`src/rtl/ring_decoder_if.sv`:
```
// Ring decoder sample/result bundle.
// rev_cnt exists only when RING_DEC_REVCNT_EN is defined.
interface ring_decoder_if #(
  parameter int N = 4
);
  localparam int IW = $clog2(N);

  logic [N-1:0]  ring_in;
  logic          ring_vld;
  logic [IW-1:0] idx;
  logic          idx_vld;
  logic          locked;
  logic          err;
  logic [7:0]    err_cnt;
`ifdef RING_DEC_REVCNT_EN
  logic [15:0]   rev_cnt;
`endif

  modport master (
    output ring_in, ring_vld,
    input  idx, idx_vld, locked, err,
`ifdef RING_DEC_REVCNT_EN
    input  rev_cnt,
`endif
    input  err_cnt
  );

  modport slave (
    input  ring_in, ring_vld,
    output idx, idx_vld, locked, err,
`ifdef RING_DEC_REVCNT_EN
    output rev_cnt,
`endif
    output err_cnt
  );
endinterface

```
`src/rtl/ring_decoder.sv`:
```
// One-hot ring code checker/decoder with lock tracking and fault count.
// Optional revolution counter enabled by RING_DEC_REVCNT_EN.
module ring_decoder #(
  parameter int N      = 4,
  parameter int DIR    = 0,
  parameter int LOCK_N = 2
) (
  input  logic clk,
  input  logic rst,
  ring_decoder_if.slave bus
);
  localparam int IW = $clog2(N);
  localparam int CW = $clog2(LOCK_N + 1);

  typedef enum logic [1:0] {
    HUNT,
    ACQ,
    LOCKED
  } state_e;

  state_e        state_q, state_d;
  logic [N-1:0]  ref_q, ref_d;
  logic [CW-1:0] cnt_q, cnt_d;
  logic [IW-1:0] idx_q, idx_d;
  logic          idx_vld_q, idx_vld_d;
  logic          locked_q, locked_d;
  logic          err_q, err_d;
  logic [7:0]    err_cnt_q, err_cnt_d;
`ifdef RING_DEC_REVCNT_EN
  logic [15:0]   rev_cnt_q, rev_cnt_d;
  logic          wrap_src;
`endif

  logic          onehot;
  logic          hit;
  logic [N-1:0]  exp_code;
  logic [IW-1:0] enc;

  always_comb begin
    onehot = $onehot(bus.ring_in);
    if (DIR == 0) begin
      exp_code = {ref_q[N-2:0], ref_q[N-1]};
    end else begin
      exp_code = {ref_q[0], ref_q[N-1:1]};
    end
    hit = (bus.ring_in == exp_code);
    enc = '0;
    for (int i = 0; i < N; i++) begin
      if (bus.ring_in[i]) enc = IW'(i);
    end
  end

`ifdef RING_DEC_REVCNT_EN
  // A wrap is leaving the end bit in the rotation direction
  assign wrap_src = (DIR == 0) ? ref_q[N-1] : ref_q[0];
`endif

  always_comb begin
    state_d   = state_q;
    ref_d     = ref_q;
    cnt_d     = cnt_q;
    idx_d     = idx_q;
    idx_vld_d = 1'b0;
    err_d     = 1'b0;
`ifdef RING_DEC_REVCNT_EN
    rev_cnt_d = rev_cnt_q;
`endif
    if (bus.ring_vld) begin
      if (onehot) begin
        idx_d     = enc;
        idx_vld_d = 1'b1;
      end
      case (state_q)
        HUNT: begin
          if (onehot) begin
            ref_d   = bus.ring_in;
            cnt_d   = '0;
            state_d = ACQ;
          end
        end
        ACQ: begin
          if (!onehot) begin
            state_d = HUNT;
          end else if (hit) begin
            ref_d = bus.ring_in;
            cnt_d = cnt_q + 1'b1;
            if (cnt_d == CW'(LOCK_N)) state_d = LOCKED;
          end else begin
            ref_d = bus.ring_in;
            cnt_d = '0;
          end
        end
        LOCKED: begin
          if (!onehot) begin
            err_d   = 1'b1;
            state_d = HUNT;
          end else if (hit) begin
            ref_d = bus.ring_in;
`ifdef RING_DEC_REVCNT_EN
            if (wrap_src) rev_cnt_d = rev_cnt_q + 16'd1;
`endif
          end else begin
            err_d   = 1'b1;
            ref_d   = bus.ring_in;
            cnt_d   = '0;
            state_d = ACQ;
          end
        end
        default: state_d = HUNT;
      endcase
    end
    locked_d  = (state_d == LOCKED);
    err_cnt_d = err_cnt_q;
    if (err_d && err_cnt_q != 8'hFF) begin
      err_cnt_d = err_cnt_q + 8'd1;
    end
  end

  always_ff @(posedge clk) begin
    if (rst) begin
      state_q   <= HUNT;
      ref_q     <= '0;
      cnt_q     <= '0;
      idx_q     <= '0;
      idx_vld_q <= 1'b0;
      locked_q  <= 1'b0;
      err_q     <= 1'b0;
      err_cnt_q <= '0;
`ifdef RING_DEC_REVCNT_EN
      rev_cnt_q <= '0;
`endif
    end else begin
      state_q   <= state_d;
      ref_q     <= ref_d;
      cnt_q     <= cnt_d;
      idx_q     <= idx_d;
      idx_vld_q <= idx_vld_d;
      locked_q  <= locked_d;
      err_q     <= err_d;
      err_cnt_q <= err_cnt_d;
`ifdef RING_DEC_REVCNT_EN
      rev_cnt_q <= rev_cnt_d;
`endif
    end
  end

  assign bus.idx     = idx_q;
  assign bus.idx_vld = idx_vld_q;
  assign bus.locked  = locked_q;
  assign bus.err     = err_q;
  assign bus.err_cnt = err_cnt_q;
`ifdef RING_DEC_REVCNT_EN
  assign bus.rev_cnt = rev_cnt_q;
`endif
endmodule

```
`src/flat_wrapper.sv`:
```
// flat-port wrapper written by rule: the top's interface ports become plain ports
module ring_decoder_flat 
#(
  parameter int N      = 4,
  parameter int DIR    = 0,
  parameter int LOCK_N = 2
)
  (clk, rst, bus_ring_in, bus_ring_vld, bus_idx, bus_idx_vld, bus_locked, bus_err, bus_err_cnt);
  ring_decoder_if #(.N(N)) bus_i ();
  input  logic clk;
  input  logic rst;
  input wire logic [$bits(bus_i.ring_in)-1:0] bus_ring_in;
  input wire logic [$bits(bus_i.ring_vld)-1:0] bus_ring_vld;
  output wire logic [$bits(bus_i.idx)-1:0] bus_idx;
  output wire logic [$bits(bus_i.idx_vld)-1:0] bus_idx_vld;
  output wire logic [$bits(bus_i.locked)-1:0] bus_locked;
  output wire logic [$bits(bus_i.err)-1:0] bus_err;
  output wire logic [$bits(bus_i.err_cnt)-1:0] bus_err_cnt;
  assign bus_i.ring_in = bus_ring_in;
  assign bus_i.ring_vld = bus_ring_vld;
  assign bus_idx = bus_i.idx;
  assign bus_idx_vld = bus_i.idx_vld;
  assign bus_locked = bus_i.locked;
  assign bus_err = bus_i.err;
  assign bus_err_cnt = bus_i.err_cnt;
  ring_decoder #(.N(N), .DIR(DIR), .LOCK_N(LOCK_N)) u_core (.clk(clk), .rst(rst), .bus(bus_i));
endmodule
```
`config.mk`:
```
export PLATFORM = sky130hd
export DESIGN_NAME = ring_decoder_flat
export DESIGN_NICKNAME = d
export VERILOG_FILES = /design/src/rtl/ring_decoder_if.sv /design/src/rtl/ring_decoder.sv /design/src/flat_wrapper.sv
export SDC_FILE = /design/constraint.sdc
export NUM_CORES = 1
export LEC_CHECK = 0
export ABC_AREA = 0
export CAP_MARGIN = 20
export CORE_MARGIN = 2
export CORE_UTILIZATION = 51
export DETAILED_ROUTE_END_ITERATION = 10
export PLACE_DENSITY_LB_ADDON = 0.12
export SLEW_MARGIN = 25
export SYNTH_ARGS = -nofsm -noshare
export SYNTH_HDL_FRONTEND = slang
export SYNTH_SLANG_ARGS = --single-unit
```
`constraint.sdc`:
```
create_clock -name clk -period 3.1 [get_ports clk]
set_clock_uncertainty 0.15 [all_clocks]
set_input_delay 0.31 -clock clk [delete_from_list [all_inputs] [get_ports clk]]
set_output_delay 0.31 -clock clk [all_outputs]
set_load 0.05 [all_outputs]
```
==> Word-level counts from Yosys, hierarchy flattened <==
Cells that the tools add are included.
{ "totals": {"output_inout_bits": 13, "in_bits": 7, "reg_bits": 21} }
{ "classes": {"n_addsub": 5, "n_eq_ne": 11, "reduce_logical": 8, "muxes": 22, "bitwise": 1} }
{ "op_table": {"columns": ["cell", "count"], "rows": [
  ["$mux 2", 14],
  ["$pmux 2 s3", 2],
  ["$add 8x1->8 const B", 1],
  ["$ne 8x8->1 const B", 1],
  ["$eq 2x2->1 const B", 3],
  ["$mux 1", 6],
  ["$ne 2x1->1 const B", 3],
  ["$reduce_and 6->1", 1],
  ["$add 1x1->2", 2],
  ["$eq 4x4->1", 1],
  ["$add 3x3->3", 1],
  ["$eq 3x1->1 const B", 1],
  ["$reduce_and 3->1", 1],
  ["$reduce_bool 3->1", 1],
  ["$reduce_or 3->1", 1],
  ["$add 2x1->2 const B", 1],
  ["$eq 2x1->1 const B", 1],
  ["$logic_not 2->1", 1],
  ["$ne 2x2->1 const B", 1],
  ["$reduce_and 2->1", 1],
  ["$reduce_or 2->1", 1],
  ["$logic_and 1x1->1", 1],
  ["$not 1->1", 1]
]} }

==> Depth between registers and ports, before layout <==
{ "logic_depth": {"depth_word": 8, "depth_mapped": 9} }

==> Worst setup path before layout <==
OpenSTA, ideal clock, no wires.
{ "synth_timing": {"kind": "input port to flip-flop", "start": "input bus_ring_in[2]", "end": "register u_core.idx_q[1], in the netlist u_core.bus.idx[1]", "cell_stages": 9, "arrival_ns": 2.310, "setup_slack_ns": 0.554, "path_cell_list": "inv_1 > ha_1 > ha_1 > fa_1 > nor3b_4 > and2_1 > buf_2 > nor2_1 > a211oi_1"} }
{ "synth_between": {"elab_chain_len": 4, "word_cells_on_any_way": 6, "classes_between": "add/sub (2); eq/ne (1); mux (2); reduce/logical (1)"} }
{ "synth_rtl": {"columns": ["element", "line", "rtl"], "rows": [
  ["start: declaration", "flat_wrapper.sv:12", "input wire logic [$bits(bus_i.ring_in)-1:0] bus_ring_in;"],
  ["$add 1x1->2 (implied by the code)", "ring_decoder.sv:40", "onehot = $onehot(bus.ring_in);"],
  ["$add 3x3->3 (implied by the code)", "ring_decoder.sv:40", null],
  ["$eq 3x1->1", "ring_decoder.sv:40", null],
  ["$reduce_and 2->1 (no source line)", null, null],
  ["end signal: assignment", "ring_decoder.sv:136", "idx_q <= idx_d;"],
  ["end: declaration", "ring_decoder.sv:24", "logic [IW-1:0] idx_q, idx_d;"]
]} }
Several ways; a longest one is shown, not always the timed one.
A chain may end at the register's enable or synchronous reset.

==> Worst setup path after layout <==
{ "layout_timing": {"start": "input bus_ring_in[2]", "end": "register u_core.cnt_q[1]"} }
{ "layout_between": {"elab_chain_len": 5, "word_cells_on_any_way": 12, "classes_between": "add/sub (2); eq/ne (6); mux (3); reduce/logical (1)"} }
{ "layout_rtl": {"columns": ["element", "line", "rtl"], "rows": [
  ["$add 1x1->2 (implied by the code)", "ring_decoder.sv:40", null],
  ["$add 3x3->3 (implied by the code)", "ring_decoder.sv:40", null],
  ["$eq 3x1->1", "ring_decoder.sv:40", null],
  ["$ne 2x1->1 (no source line)", null, null],
  ["$reduce_and 6->1 (no source line)", null, null],
  ["end signal: assignment", "ring_decoder.sv:135", "cnt_q <= cnt_d;"],
  ["end: declaration", "ring_decoder.sv:23", "logic [CW-1:0] cnt_q, cnt_d;"]
]} }
Several ways; a longest one is shown, not always the timed one. The select of a mux whose other input is x is not followed.

==> metrics list <==
- After clock tree synthesis, the clock-pin slew on the worst setup and hold paths is 0.12 ns.
* Port buffer count: 19
* Share of total power consumed by net switching: 29.6%
- Per report_power, the clock group accounts for 24.8% of the total.
- In this run the critical register-to-register path is launched from u_core.ref_q[0]$_SDFFE_PP0P_.
* Total wirelength of the detailed-routed design: 2260 um
- Final hold viol count: 0
* Post-Syn Nets: 137
- Post-Syn Area per Cell: 9.16 sq um
- Synth unique cells: 34
- Post-Place Setup Slack: 0.0355 ns
- Final Max Slew Viols: 0
- The longest clock path from root to sink contains 2 buffers.
* Sequential share of power: 53.4%
- 20 I/O pins were placed.
* Number of remaining DRC errors: 0
- The final layout contains 164 nets.
- Least-Margin Pin Slew: 0.592 ns
- For this run, the number of Yosys warnings is 0.
- The repair_antennas step left the layout with diodes totalling 0.
* Post-Synthesis Cell Area: 1130 sq um
- The core region is 2150 sq um.
* Count of placed standard cells in the final layout, fillers left out: 177
- Worst Hold Launch: u_core.ref_q[0]$_SDFFE_PP0P_
- CTS root buffer: sky130_fd_sc_hd__clkbuf_4
- The flow ran to the end, and the final reports show no timing, DRC or antenna violations.
* Number of enable flip-flop cells after synthesis: 0
- Via count of the first global-routing pass: 920
* Number of CTS-inserted buffers: 3
- Die outline width: 51.0 um
* Remaining antenna violation count after routing: 0
- Row Count: 17
* Final worst path period share: 88.9%
- Worst hold-check slack: 0.330 ns
- Number of filler cells placed in the layout: 176
* NetSw: 0.158 mW
* Placed Area: 1380 sq um
* Minimum period implied by the final worst setup slack: 2.76 ns
- Number of cells on the worst hold path: 2
- Area growth from synthesis to final layout: 25.0%
* Post-CTS repair timing setup buffer count: 0
- Vias/cell: 5.37
* Cell Int Power: 0.376 mW
* Final estimated routing congestion in global placement: 0.811
- The share of total power dissipated in combinational logic is 21.8%.
- For this run, the total global-route usage over all layers was measured as 20.3%.
- The floorplan step set the die height to 51.0 um.
* Worst-case vdd ir drop: 0.000218 V
- Category of the critical setup timing path: in2reg
* FF+latch count, synth: 21
- Synthesis produced a netlist whose cell count is 123.
* Total negative setup slack: 0 ns
- The number of placed instances, taps included, is 173.
* Timing-limited maximum frequency: 363 MHz
- Number of vias in the routed layout: 950
- In this run, post-CTS repair resized a total of 0 instances.
- The first global-routing pass estimated 4000 um of wire.
* Primary flip-flop cell chosen by synthesis mapping: sky130_fd_sc_hd__dfxtp_1
- For the worst setup path, the data arrival time is 2.80 ns.
* Max-cap violations: 0
- Before antenna repair, the detailed router went through 4 iterations.
- The path class of the tightest hold or removal check is reg2reg.
* Area of all placed cells without fillers: 1410 sq um
- Max-Slew Margin vs Limit: 60.2%
* Post-DR wirelength/cell: 12.8 um
- Minimum setup slack in the final design: 0.345 ns
- Entering global routing, the biggest net connects 13 pins.
* Max Fanout on Critical Path: 5
* CTS tree: done
- Global routing finished with a remaining overflow of 0.
- Starting Density: 52.4%
- The number of antenna violations at the first check in global routing is 0.
* Fraction of layout cells with a size suffix above 1: 13.4%
* CTS sink count: 21
- Path depth of the worst reg2reg path: 5
- For this design the static power due to leakage is 0.514 nW.
* Worst R2R End: u_core.bus.err_cnt[6]$_SDFFE_PP0P_
* End-of-flow core utilization: 65.5%
- Setup repair after global routing left no endpoint under its margin.
- Detailed placement finished with a half-perimeter wire length of 1780 um.
- The path with the worst hold slack has its endpoint at u_core.ref_q[0]$_SDFFE_PP0P_.
- Part of the Yosys area used for sequential elements: 37.3%
* Number of DRC markers in iteration 0: 17
- Hold buffer count at CTS: 0
* Element type at the critical path start: input pin
- Setup violations remaining at the end of the flow were counted as 0.
* Required arrival time at the worst endpoint: 3.14 ns
- Critical Path Sink Type: flip-flop
- Worst-Skew Late Latency: 0.31 ns
- In this run the number of H-tree levels came out at 1.
* Floorplan die area: 2600 sq um
- Power comes to 0.534 mW.
- Across all register-to-register paths, the minimum setup slack is 1.08 ns.
- Of all flip-flops after synthesis, the portion carrying an async set or reset was 0%.
* Power per unit of standard cell area: 380 nW/um^2
how the worst max path moves through the flow:
stage,cells past startpoint,end,startpoint
6_report,10,u_core.cnt_q[1]$_SDFFE_PP0P_,bus_ring_in[2]
5_1_grt,10,u_core.cnt_q[1]$_SDFFE_PP0P_,bus_ring_in[3]
4_1_cts,10,u_core.bus.idx[0]$_SDFFE_PP0P_,bus_ring_in[2]
3_5_place_dp,10,u_core.bus.idx[0]$_SDFFE_PP0P_,bus_ring_in[2]
3_3_place_gp,10,u_core.cnt_q[1]$_SDFFE_PP0P_,bus_ring_in[2]
2_1_floorplan,9,u_core.bus.idx[1]$_SDFFE_PP0P_,bus_ring_in[2]
synthesized netlist by cell type, types with 3 or more instances:
| cell type | count | area [sq um] |
|---|---|---|
| sky130_fd_sc_hd__nand4b_1 | 3 | 26.3 |
| sky130_fd_sc_hd__nor2_1 | 13 | 48.8 |
| sky130_fd_sc_hd__and2_1 | 3 | 18.8 |
| sky130_fd_sc_hd__xnor2_1 | 5 | 43.8 |
| sky130_fd_sc_hd__nand2_1 | 12 | 45.0 |
| sky130_fd_sc_hd__a211oi_2 | 3 | 37.5 |
| sky130_fd_sc_hd__a211oi_1 | 3 | 22.5 |
| sky130_fd_sc_hd__o21ai_1 | 3 | 15.0 |
| sky130_fd_sc_hd__dfxtp_1 | 21 | 420 |
| sky130_fd_sc_hd__xor2_1 | 4 | 35.0 |
| sky130_fd_sc_hd__ha_1 | 6 | 75.1 |
| sky130_fd_sc_hd__a21oi_1 | 8 | 40.0 |
| sky130_fd_sc_hd__inv_1 | 5 | 18.8 |
| sky130_fd_sc_hd__nand3_1 | 8 | 40.0 |
critical path, cell delays in order:
cell	delay [ns]
sky130_fd_sc_hd__clkdlybuf4s50_1	0.48
sky130_fd_sc_hd__inv_1	0.07
sky130_fd_sc_hd__ha_1	0.29
sky130_fd_sc_hd__ha_1	0.19
sky130_fd_sc_hd__fa_1	0.48
sky130_fd_sc_hd__nor3b_4	0.32
sky130_fd_sc_hd__and2_1	0.26
sky130_fd_sc_hd__nand2_1	0.15
sky130_fd_sc_hd__o21ai_1	0.16
sky130_fd_sc_hd__a21oi_1	0.07
per-layer routing:
metal / up-vias / share of wire (%) / track usage [%]
li1: 484 / - / -
met1: 443 / 44 / 25.3
met2: 18 / 50 / 33.3
met3: 5 / 3.5 / 3.80
met4: 0 / 2.0 / 10.4
met5: - / 0 / 0
cell families after synthesis:
logic type,after synthesis,synth area share [%]
flops,21,37.3
compound gates,24,16.2
buf+inv,9,3.78
xor+xnor,9,7.00
mux,2,1.89
fa+ha+maj,7,8.44
simple gates,51,25.3
cell usage in the layout, fill, tap and decap left out, drive strengths merged, types with 2 or more instances in the layout:
| master | count |
|---|---|
| ha | 6 |
| nand4b | 3 |
| xor2 | 4 |
| nand4 | 2 |
| a21oi | 10 |
| o21ai | 3 |
| clkdlybuf4s50 | 19 |
| nand2b | 2 |
| inv | 5 |
| a31oi | 2 |
| xnor2 | 5 |
| nand2 | 12 |
| and3 | 2 |
| nand3 | 8 |
| a211oi | 6 |
| and2 | 3 |
| dfxtp | 21 |
| nor2 | 13 |
| nor2b | 2 |
| clkbuf | 3 |
| buf | 7 |
flip-flops by register name, indices dropped and copies added, names as in the netlist:
register and cells:
u_core.bus.err 1, u_core.bus.err_cnt 8, u_core.bus.idx 2, u_core.bus.idx_vld 1
u_core.bus.locked 1, u_core.cnt_q 2, u_core.ref_q 4, u_core.state_q 2
cell type report:
type / instances / area, sq um / area share [%]
flip-flops and latches: 21 / 420 / 29.9
inverters: 5 / 18.8 / 1.33
clock buffers: 3 / 22.5 / 1.60
repair buffers: 26 / 243 / 17.2
clock inverters: 1 / 5.00 / 0.356
well taps: 28 / 35.0 / 2.49
multi-input cells: 93 / 663 / 47.1
power by group through the flow:
stage	Combinational (mW)	Sequential, mW	Clock [mW]
global route	0.129	0.287	0.150
floorplan	0.0650	0.304	0
global placement	0.114	0.291	0
detailed placement	0.117	0.291	0
finish	0.117	0.285	0.132
CTS	0.117	0.285	0.140
Note: power is estimated with default switching activity, not from simulation.
